### config.mk
export PLATFORM = sky130hd
export DESIGN_NAME = mac_acc_seq
export DESIGN_NICKNAME = d
export VERILOG_FILES = /design/src/rtl/mac_acc_seq.sv
export SDC_FILE = /design/constraint.sdc
export NUM_CORES = 1
export LEC_CHECK = 0
export BUFFER_PORTS_ARGS = -buffer_cell sky130_fd_sc_hd__buf_2
export CORE_AREA = 2 2 135 137
export CTS_BUF_LIST = sky130_fd_sc_hd__clkbuf_4
export DETAILED_ROUTE_END_ITERATION = 12
export DIE_AREA = 0 0 137 139
export GPL_ROUTABILITY_DRIVEN = 1
export GPL_TIMING_DRIVEN = 0
export PLACE_DENSITY = 0.6
export SYNTH_ARGS = -nofsm -noshare
export SYNTH_HDL_FRONTEND = slang
export SYNTH_SLANG_ARGS = --single-unit
### constraint.sdc
create_clock -name clk -period 6.6 [get_ports clk]
set_input_delay 0.99 -clock clk [delete_from_list [all_inputs] [get_ports clk]]
set_output_delay 0.99 -clock clk [all_outputs]
set_load 0.03 [all_outputs]
### src/rtl/mac_acc_seq.sv
// Sequencer around an external combinational 32x32+64 MAC: accumulates a dot product
// beat by beat and presents the 64-bit sum with a sticky carry flag and a beat count.
module mac_acc_seq #(
    parameter int CNT_W = 16
) (
    input  logic             clk,
    input  logic             rst,
    input  logic             in_valid,
    output logic             in_ready,
    input  logic [31:0]      a_in,
    input  logic [31:0]      b_in,
    input  logic             in_last,
    output logic [31:0]      mac_multiplicand,
    output logic [31:0]      mac_multiplier,
    output logic [63:0]      mac_acc_in,
    input  logic [64:0]      mac_acc_out,
    output logic             res_valid,
    input  logic             res_ready,
    output logic [63:0]      res_data,
    output logic             res_ovf,
    output logic [CNT_W-1:0] res_count
);

    localparam logic [1:0] S_IDLE  = 2'd0;
    localparam logic [1:0] S_ACCUM = 2'd1;
    localparam logic [1:0] S_HOLD  = 2'd2;

    logic [1:0]       r_state;
    logic [63:0]      r_acc;
    logic             r_ovf;
    logic [CNT_W-1:0] r_count;

    logic w_accept;
    logic w_release;

    function automatic logic [CNT_W-1:0] sat_inc(input logic [CNT_W-1:0] v);
        return (&v) ? v : v + 1'b1;
    endfunction

    assign mac_multiplicand = a_in;
    assign mac_multiplier   = b_in;
    assign mac_acc_in       = r_acc;

    assign in_ready  = (r_state != S_HOLD);
    assign res_valid = (r_state == S_HOLD);
    assign res_data  = r_acc;
    assign res_ovf   = r_ovf;
    assign res_count = r_count;

    // HOLD never accepts a beat, so a release and an accept can never coincide.
    assign w_accept  = in_valid & in_ready;
    assign w_release = (r_state == S_HOLD) & res_ready;

    always_ff @(posedge clk or posedge rst) begin
        if (rst) begin
            r_state <= S_IDLE;
            r_acc   <= '0;
            r_ovf   <= 1'b0;
            r_count <= '0;
        end else if (w_release) begin
            r_state <= S_IDLE;
            r_acc   <= '0;
            r_ovf   <= 1'b0;
            r_count <= '0;
        end else if (w_accept) begin
            r_state <= in_last ? S_HOLD : S_ACCUM;
            r_acc   <= mac_acc_out[63:0];
            r_ovf   <= r_ovf | mac_acc_out[64];
            r_count <= sat_inc(r_count);
        end
    end

endmodule

After elaboration in Yosys (flattened, before gate mapping)
Index checks and enable logic that the tools add are counted.

Reduce and logical (&&, ||, !) cells: 3. Eq/ne operators: 3. Multiply operators: 0. Div/mod/pow operators: 0. Order comparisons: 0. $add $sub $neg: 1. Mux-type cells: 10. Shift-type cells: 0. Bitwise gates (word level): 3.

Operator list (number): two-way mux 64 bit (2); two-way mux 16 bit (3); adder 16 x 1 -> 16 bit, second input constant (1); AND reduction 16 bit (1); two-way mux 2 bit (3); != test 2 bit, second input constant (2); AND 1 bit (2); == test 2 bit, second input constant (1); two-way mux 1 bit (2); AND reduction 2 bit (1); nonzero test 2 bit (1); bitwise OR 1 bit (1).

Flip-flop bits (word level): 83. Bits in latches: 0. Logic and storage cells: 24. RAM bits: 0. Memories: 0. Input port bits: 134. Output and inout bits: 211. Bits in read-only memories: 0.

Depth between registers and ports, before layout
Gate-level depths: netlist (run 1).

Depth in word-level cells: 4. Mapped depth: 8.

Least setup slack after synthesis (run 1)
Ideal clock, no wire load.

Kind: input to output. From: input a_in[0]. To: output mac_multiplicand[0]. Stages on the path: 1. Setup slack: 4.475 ns. Arrival time: 1.135 ns. Cell sequence: buf_4.

RTL lines: from (decl) (line 10) `input logic [31:0] a_in,`; to (decl) (line 13) `output logic [31:0] mac_multiplicand,`.

No word-level cell between the ends.

Worst setup path after layout (run 1)
From: register r_state[1]. To: output in_ready.

Longest elaborated chain between the ends: 1.

Ends and longest elaborated chain: from (decl) (line 28) `logic [1:0] r_state;`; from (signal assigned) (line 66) `r_state <= in_last ? S_HOLD : S_ACCUM;`; != test 2 bit (line 44) `assign in_ready = (r_state != S_HOLD);`; to (decl) (line 9) `output logic in_ready,`.

No other way between the ends.

==> impl_metrics.env, run 1 <==
export IMPL_max_slew_worst_pin_slew_ns=0.614
export IMPL_min_from="res_ovf"
export IMPL_setup_viol=0
export IMPL_startpoint_type="flip-flop"
export IMPL_holdPathEnd="res_ovf"
export IMPL_die_width_um=137
export IMPL_synth_avg_cell_area_um2=11.3
export IMPL_antenna_left=0
export IMPL_fin_skew_ns=0.0190
export IMPL_post_cts_resized=0
export IMPL_synth_edf_count=0
export IMPL_finalMaxSlewViolations=0
export IMPL_reg2regPathDepth=8
export IMPL_portBuffers=280
export IMPL_cts_setup_buffers=0
export IMPL_nets=805
export IMPL_synth_warning_count=0
export IMPL_cts_root_buf="clkbuf_4"
export IMPL_fin_ws_ns=4.26
export IMPL_worstHoldPathCells=2
export IMPL_wl_per_cell_um=13.7
export IMPL_power_total_uw=1870
export IMPL_postCtsHoldBufs=0
export IMPL_synth_top_area_cell="dfrtp_1"
export IMPL_syn_area_mm2=0.00426
export IMPL_overflow=0
export IMPL_critPathMaxFanout=7
export IMPL_synth_top_area_share_pct=48.8
export IMPL_worstSetupPathType="reg2out"
export IMPL_area_growth_pct=44.3
export IMPL_ys_seq_area_share_pct=48.8
export IMPL_yosysUniqueCellTypes=34
export IMPL_power_leakage_uw=0.00342
export IMPL_initial_utilization_pct=24.1
export IMPL_core_area_mm2=0.0177
export IMPL_yosys_top_cells_area="dfrtp_1 49%, buf_4 23%, a22o_1 13%, mux2i_1 1.9%, nand2_1 1.1%"
export IMPL_hold_class="reg2reg"
export IMPL_grt_pass1_vias=3486
export IMPL_syn_nets=513
export IMPL_die_y_um=139
export IMPL_grt_pass1_wl_mm=18.6
export IMPL_core_rowCount=49
export IMPL_drv_cap=0
export IMPL_critPathRequiredTime_ns=5.61
export IMPL_cp_arrival_ns=1.35
export IMPL_period_needed_ns=2.34
export IMPL_firstDrtPassIters=4
export IMPL_num_fill_cells=1842
export IMPL_synth_cells=378
export IMPL_r2r_start="r_state[1]"
export IMPL_yosysMostFrequentCell="buf_4"
export IMPL_ys_ff_latch=83
export IMPL_outcome="finished clean"
export IMPL_grt_usage_pct=12.6
export IMPL_drt_total_wl_mm=12.4
export IMPL_final_util_pct=34.8
export IMPL_final_period_utilization_pct=35.5
export IMPL_fmax_mhz=427
export IMPL_irDropWorstVdd_mv=0.111
export IMPL_synth_flop_cell="dfrtp_1"
export IMPL_synthArstFlopShare_pct=100
export IMPL_power_density_mw_per_mm2=305
export IMPL_cts_sinks=83
export IMPL_antenna_found_initial=1
export IMPL_r2r_end="r_state[0]"
export IMPL_rsz0062_at_grt="no"
export IMPL_layout_drive_gt1_share_pct=65.8
export IMPL_reg2reg_slack_ns=4.67
export IMPL_cts_buffers=9
export IMPL_dieArea_mm2=0.0190
export IMPL_cp_end_kind="output port"
export IMPL_place_ws_ns=4.10
export IMPL_drt_iter0_drc=154
export IMPL_drcViolationCount=0
export IMPL_dp_cells=888
export IMPL_gp_congestion=0.711
export IMPL_fin_setup_tns_ns=0
export IMPL_grt_max_degree=48
export IMPL_ios=345
export IMPL_insertion_delay_ns=0.45
export IMPL_cts_tree="built"
export IMPL_path_clk_slew_ns=0.13
export IMPL_relSlewSlack_pct=58.7
export IMPL_hpwlAfterDp_mm=9.61
export IMPL_hold_viol_final=0
export IMPL_vias=3774
export IMPL_fin_cells=905
export IMPL_via_per_inst=4.17
export IMPL_htreeDepth=3
export IMPL_yosys_top_cells_count="133 x buf_4, 83 x dfrtp_1, 65 x a22o_1"
export IMPL_clockBufferDepth=2
[cell type report]
| cell class | count | area [um^2] | area share [%] |
|---|---|---|---|
| sequential | 83 | 2080 | 33.8 |
| timing repair buffer | 281 | 1430 | 23.3 |
| multi-input combinational | 146 | 1110 | 18.2 |
| buffer | 144 | 1050 | 17.1 |
| tap | 229 | 287 | 4.66 |
| clock inverter | 6 | 88.8 | 1.45 |
| clock buffer | 10 | 75.1 | 1.22 |
| inverter | 5 | 21.3 | 0.346 |
| antenna | 1 | 2.50 | 0.0407 |
[critical path, cell delays in order (launching register included)]
cell and delay, ns:
dfrtp_1 0.41, nor2b_4 0.14, inv_2 0.13, buf_2 0.22
[flip-flops by register name (all words and copies together), names as in the netlist]
register    flops
r_state         2
res_ovf         1
mac_acc_in     64
res_count      16
[per-stage QoR]
| stage | cell area, um^2 | hold WS, ns |
|---|---|---|
| 2_1_floorplan | 4260 | 0.467 |
| 3_3_place_gp | 5950 | 0.483 |
| 3_5_place_dp | 5980 | 0.495 |
| 4_1_cts | 6140 | 0.524 |
| 5_1_grt | 6140 | 0.536 |
| 6_report | 6140 | 0.522 |
[metal layers]
layer | track usage, % | part of all wire [%]
met5 | 0 | 0
met4 | 4.88 | 1.7
met3 | 2.23 | 7.7
met2 | 21.6 | 50
met1 | 15.7 | 41
[cell usage in the layout (no fill, tap or decap), types with 2 or more instances in the layout]
cell	count
and4_1	2
buf_2	286
inv_1	3
nor2_1	5
nand3_2	2
o31ai_1	5
nand4_1	2
nand3_1	5
nor4_1	2
buf_4	133
or4_1	5
clkbuf_4	10
dfrtp_1	83
mux2i_1	8
bufinv_16	2
a21oi_1	8
a22o_1	65
and2_1	2
clkbuf_1	5
nor3_1	6
nand2_1	13
and3_1	3
[power by group]
| part | leakage [uW] | total (uW) | switching, uW | internal [uW] |
|---|---|---|---|---|
| Combinational | 0.00229 | 844 | 533 | 311 |
| Clock | 0.0000846 | 349 | 191 | 159 |
| Sequential | 0.00104 | 679 | 85.7 | 593 |
| Total | 0.00342 | 1870 | 810 | 1060 |
[logic make-up (layout without fill, tap and decap cells)]
family	after synthesis	after routing	synth area share (%)
AOI/OAI and AO/OA	83	83	16.0
and+or+nand+nor	54	54	7.96
DFF	83	83	48.8
buffers and inverters	149	446	25.0
other	0	1	0
adders and majority gates	1	1	0.294
muxes	8	8	1.88
[worst max path at each step]
stage | end | slack [ns] | cells past startpoint | from
2_1_floorplan | mac_acc_in[0] | 3.47 | 1 | rst
3_3_place_gp | mac_acc_in[13] | 2.37 | 2 | rst
3_5_place_dp | res_ovf | 4.10 | 7 | in_valid
4_1_cts | in_ready | 4.20 | 3 | r_state[1]
5_1_grt | in_ready | 4.17 | 3 | r_state[1]
6_report | in_ready | 4.26 | 3 | r_state[1]
Power figures use the tool's default switching activity.
==> inputs of run 2 (changes only) <==
--- a/config.mk
+++ b/config.mk
@@ -12,7 +12,7 @@
 export DIE_AREA = 0 0 137 139
 export GPL_ROUTABILITY_DRIVEN = 1
 export GPL_TIMING_DRIVEN = 0
-export PLACE_DENSITY = 0.6
+export PLACE_DENSITY = 0.62
 export SYNTH_ARGS = -nofsm -noshare
 export SYNTH_HDL_FRONTEND = slang
 export SYNTH_SLANG_ARGS = --single-unit
==> constraint.sdc (replaced) <==
create_clock -name clk -period 2 [get_ports clk]
set_input_delay 0.3 -clock clk [delete_from_list [all_inputs] [get_ports clk]]
set_output_delay 0.3 -clock clk [all_outputs]
set_load 0.03 [all_outputs]
==> run 2 against run 1 <==
  * Via count is 1.4% higher
  * Sequential power grew to 3.3 times the previous value
  * Non-clock buffer count grew 14
  * Critical path depth increased by 2
  * Critical path type is now reg2reg
  * Largest cell class unchanged
==> impl_metrics.env, run 2 (synthesized netlist as in run 1, its figures left out) <==
export IMPL_outcome="finished clean"
export IMPL_core_rowCount=49
export IMPL_clockBufferDepth=2
export IMPL_setup_viol=0
export IMPL_critical_path_buf_inv_count=0
export IMPL_dieArea_mm2=0.0190
export IMPL_critPathMaxStageDelay_ns=0.52
export IMPL_via_per_inst=4.16
export IMPL_final_common_cell="buf_2"
export IMPL_die_width_um=137
export IMPL_gp_congestion=0.728
export IMPL_startpoint_type="flip-flop"
export IMPL_drv_cap=0
export IMPL_cp_arrival_ns=2.24
export IMPL_critPathMaxFanout=7
export IMPL_fin_skew_ns=0.0234
export IMPL_min_from="mac_acc_out[21]"
export IMPL_cts_buffers=9
export IMPL_grt_max_degree=42
export IMPL_final_cell_mix="283 x buf_2, 133 x buf_4, 83 x dfrtp_1, 65 x a22o_1"
export IMPL_hpwlAfterDp_mm=9.71
export IMPL_r2r_start="res_count[0]"
export IMPL_grt_usage_pct=12.7
export IMPL_htreeDepth=3
export IMPL_fin_ws_ns=0.154
export IMPL_fin_setup_tns_ns=0
export IMPL_crit_start="res_count[0]"
export IMPL_critPathRequiredTime_ns=2.39
export IMPL_layout_drive_gt1_share_pct=64.9
export IMPL_worstSetupPathType="reg2reg"
export IMPL_cts_tree="built"
export IMPL_grt_pass1_vias=3489
export IMPL_antenna_left=0
export IMPL_final_period_utilization_pct=92.3
export IMPL_ios=345
export IMPL_antenna_found_initial=1
export IMPL_cp_slowest_cell="or4_1"
export IMPL_dp_cells=889
export IMPL_portBuffers=280
export IMPL_reg2reg_slack_ns=0.15
export IMPL_drcViolationCount=0
export IMPL_area_growth_pct=47.4
export IMPL_drt_total_wl_mm=12.6
export IMPL_cts_sinks=83
export IMPL_num_fill_cells=1841
export IMPL_firstDrtPassIters=4
export IMPL_cts_root_buf="clkbuf_4"
export IMPL_overflow=0
export IMPL_die_y_um=139
export IMPL_grt_pass1_wl_mm=18.7
export IMPL_core_area_mm2=0.0177
export IMPL_insertion_delay_ns=0.45
export IMPL_fmax_mhz=542
export IMPL_largest_reg_flops=64
export IMPL_initial_utilization_pct=24.1
export IMPL_cp_top_family="simple AND/OR/NAND/NOR gates"
export IMPL_fin_cells=919
export IMPL_path_cells="ha_1 -> and4_1 -> nand3_2 -> or4_1 -> a21oi_1"
export IMPL_nets=819
export IMPL_irDropWorstVdd_mv=0.507
export IMPL_relSlewSlack_pct=57.8
export IMPL_drt_iter0_drc=140
export IMPL_place_ws_ns=-0.0192
export IMPL_path_clk_slew_ns=0.16
export IMPL_hold_viol_final=0
export IMPL_cp_end_kind="flip-flop"
export IMPL_max_slew_worst_pin_slew_ns=0.628
export IMPL_hold_slack_ns=0.0584
export IMPL_power_density_mw_per_mm2=955
export IMPL_hold_class="in2reg"
export IMPL_vias=3826
export IMPL_wl_per_cell_um=13.7
export IMPL_power_leakage_uw=0.00347
export IMPL_finalMaxSlewViolations=0
export IMPL_period_needed_ns=1.85
run 2: cell count changes in the layout (fill, tap and decap cells not counted), moves of 2 or more:
| cell | delta |
|---|---|
| dlygate4sd3_1 | +13 |
| buf_2 | -3 |
| clkinvlp_4 | +3 |
| buf_12 | +2 |
| buf_6 | +2 |
| bufinv_16 | -2 |
| inv_6 | +2 |
run 2: through the flow:
| step | area, um^2 | power (uW) | util (%) |
|---|---|---|---|
| after global placement | 5950 | 5080 | 33.7 |
| final | 6280 | 6000 | 35.6 |
| after CTS | 6250 | 6100 | 35.4 |
| after global routing | 6280 | 6370 | 35.6 |
| after detailed placement | 5990 | 5100 | 33.9 |
| after floorplan | 4260 | 4260 | - |
run 2: path summary, 6_finish.rpt:
check | to | depth (start not counted)
max reg2reg | res_count[10] | 5
max | res_count[10] | 5
min | mac_acc_in[21] | 2
min in group asynchronous | res_ovf | 3
min reg2reg | res_ovf | 2
max in group asynchronous | mac_acc_in[44] | 4
run 2: repair_timing:
action,CTS,global route
pin swaps,0,0
endpoints found under the hold margin,95,0
gates resized for setup,1,7
setup endpoints to repair,9,53
setup buffers,0,0
hold buffers,13,0
run 2: metal layers:
layer  up-vias  wire, um  global-route usage [%]
li1       1835         -                       -
met1      1758      5080                    15.8
met2       215      6150                    21.0
met3        18      1080                    2.52
met4         0       278                    5.70
met5         -         0                       0
run 2: report_power, final:
group,internal (uW),leakage [uW],switching (uW)
combinational,1050,0.00237,1770
sequential,1960,0.00104,285
clock,270,0.0000596,661
total,3280,0.00347,2720
run 2: cell type report:
| cell class | instances | area (um^2) | share of cell area (%) |
|---|---|---|---|
| sequential | 83 | 2080 | 33.1 |
| timing repair buffer | 295 | 1570 | 25.0 |
| multi-input combinational | 146 | 1130 | 18.0 |
| buffer | 144 | 1060 | 16.9 |
| tap | 229 | 287 | 4.56 |
| clock buffer | 9 | 67.6 | 1.08 |
| clock inverter | 7 | 57.6 | 0.917 |
| inverter | 5 | 22.5 | 0.359 |
| antenna | 1 | 2.50 | 0.0399 |
==> inputs of run 3 (changes only) <==
--- a/config.mk
+++ b/config.mk
@@ -13,6 +13,8 @@
 export GPL_ROUTABILITY_DRIVEN = 1
 export GPL_TIMING_DRIVEN = 0
 export PLACE_DENSITY = 0.62
+export SETUP_SLACK_MARGIN = 0.5
+export SLEW_MARGIN = 10
 export SYNTH_ARGS = -nofsm -noshare
 export SYNTH_HDL_FRONTEND = slang
 export SYNTH_SLANG_ARGS = --single-unit
==> run 3 against run 2 <==
  * Clock skew is 0.011 ns lower
  * Core utilization increased by 7.8 points
  * Worst setup slack better by 0.22 ns
  * Clock power up 31%
  * Global-route usage is 0.80 points higher
  * Largest cell class unchanged
  * Wire length up 9.9%
  * Largest power group unchanged
  * First-iteration DRC count down 27%
  * Sequential power about the same
  * Register-to-register slack gained 0.22 ns
  * Non-clock buffer count rose by 56
  * Sequential cell count unchanged
==> impl_metrics.env, run 3 (synthesized netlist as in run 1, its figures left out) <==
export IMPL_overflow=0
export IMPL_antenna_found_initial=0
export IMPL_hpwlAfterDp_mm=9.47
export IMPL_cts_sinks=83
export IMPL_gp_congestion=0.728
export IMPL_grt_pass1_wl_mm=20.1
export IMPL_fin_cells=974
export IMPL_cts_buffers=9
export IMPL_rsz0062_at_grt="yes"
export IMPL_grt_pass1_vias=3892
export IMPL_fin_ws_ns=0.370
export IMPL_reg2reg_slack_ns=0.37
export IMPL_path_clk_slew_ns=0.14
export IMPL_antenna_left=0
export IMPL_setup_viol=0
export IMPL_max_slew_worst_pin_slew_ns=0.457
export IMPL_core_rowCount=49
export IMPL_cp_slowest_cell="or4_1"
export IMPL_hold_class="in2reg"
export IMPL_grt_max_degree=38
export IMPL_final_common_cell="buf_2"
export IMPL_portBuffers=280
export IMPL_vias=4155
export IMPL_fmax_mhz=614
export IMPL_die_y_um=139
export IMPL_worstSetupPathType="reg2reg"
export IMPL_dieArea_mm2=0.0190
export IMPL_hold_viol_final=0
export IMPL_finalMaxSlewViolations=0
export IMPL_outcome="finished clean"
export IMPL_min_from="mac_acc_out[39]"
export IMPL_fin_area_mm2=0.00765
export IMPL_core_area_mm2=0.0177
export IMPL_grt_usage_pct=13.5
export IMPL_critPathMaxFanout=6
export IMPL_wl_per_cell_um=14.2
export IMPL_cts_tree="built"
export IMPL_dp_cells=889
export IMPL_fin_skew_ns=0.0121
export IMPL_insertion_delay_ns=0.45
export IMPL_nets=875
export IMPL_startpoint_type="flip-flop"
export IMPL_final_period_utilization_pct=81.5
export IMPL_firstDrtPassIters=4
export IMPL_relSlewSlack_pct=69.3
export IMPL_largest_reg_flops=64
export IMPL_power_leakage_uw=0.00405
export IMPL_reg2regPathDepth=5
export IMPL_critPathRequiredTime_ns=2.38
export IMPL_cp_arrival_ns=2.01
export IMPL_r2r_start="res_count[1]"
export IMPL_initial_utilization_pct=24.1
export IMPL_final_cell_mix="205 x buf_2, 149 x buf_4, 117 x buf_6, 67 x dfrtp_1, 65 x a22o_1"
export IMPL_irDropWorstVdd_mv=0.536
export IMPL_place_ws_ns=0.317
export IMPL_htreeDepth=3
export IMPL_drv_cap=0
export IMPL_ios=345
export IMPL_r2r_end="res_count[8]"
export IMPL_drt_total_wl_mm=13.8
export IMPL_critPathMaxStageDelay_ns=0.49
export IMPL_worstHoldPathCells=2
export IMPL_fin_setup_tns_ns=0
export IMPL_drt_iter0_drc=102
export IMPL_diodes=0
export IMPL_via_per_inst=4.27
export IMPL_power_density_mw_per_mm2=952
export IMPL_period_needed_ns=1.63
export IMPL_cp_end_kind="flip-flop"
export IMPL_cts_root_buf="clkbuf_4"
export IMPL_layout_drive_gt1_share_pct=74.0
export IMPL_holdPathEnd="mac_acc_in[39]"
export IMPL_path_cells="ha_4 -> and4_4 -> nand3_4 -> or4_1 -> a21oi_1"
export IMPL_die_width_um=137
export IMPL_area_growth_pct=79.6
export IMPL_placed_area_mm2=0.00611
export IMPL_clockBufferDepth=2
export IMPL_drcViolationCount=0
run 3: what timing repair did:
action	CTS	global route
setup endpoints to repair	126	148
endpoints found under the hold margin	13	0
hold buffers	2	0
pin swaps	11	1
buffers inserted	42	25
resized for setup	153	90
run 3: area by class of cell:
class | instances | area, um^2
sequential | 83 | 2100
timing repair buffer | 351 | 2480
clock buffer | 9 | 67.6
buffer | 144 | 1330
inverter | 5 | 25.0
multi-input combinational | 146 | 1250
clock inverter | 7 | 116
fill | 1680 | 10000
tap | 229 | 287
run 3: worst max-delay path by stage:
stage                      start  slack, ns  cells after the start            end
global route        res_count[1]       0.30                      5   res_count[8]
floorplan           res_count[0]       0.35                      5   res_count[8]
finish              res_count[1]       0.37                      5   res_count[8]
CTS                   r_state[0]       0.38                      3       in_ready
detailed placement  res_count[1]       0.32                      5  res_count[11]
global placement             rst      -0.03                      2   res_count[9]
run 3: power by group:
| part | total (uW) | internal [uW] | leakage [uW] | switching, uW |
|---|---|---|---|---|
| Combinational | 3800 | 1810 | 0.00294 | 1990 |
| Sequential | 2270 | 1970 | 0.00101 | 298 |
| Clock | 1220 | 631 | 0.0000975 | 589 |
| Total | 7280 | 4410 | 0.00405 | 2870 |
run 3: layer usage:
metal  part of all wire (%)  vias to the layer above  global-route usage, %
met5                      0                        -                      0
met4                    1.2                        0                   4.61
met3                    7.7                       13                   2.52
met2                     52                      203                   23.5
met1                     39                     1996                   16.5
li1                       -                     1943                      -
run 3: stage by stage:
| stage | total power, uW | hold slack, ns | utilization [%] |
|---|---|---|---|
| finish | 7280 | 0.0682 | 43.3 |
| global route | 7680 | 0.0166 | 43.3 |
| CTS | 7040 | 0.00616 | 40.7 |
| detailed placement | 5180 | 0.300 | 34.6 |
| global placement | 5150 | 0.480 | 34.4 |
| floorplan | 4340 | 0.385 | - |
run 3: critical path, delay by kind of cell, from the launching register on:
kind	cells	cell delay, ns
compound gates	1	0.13
simple gates	3	0.83
fa+ha+maj	1	0.17
flops	1	0.44
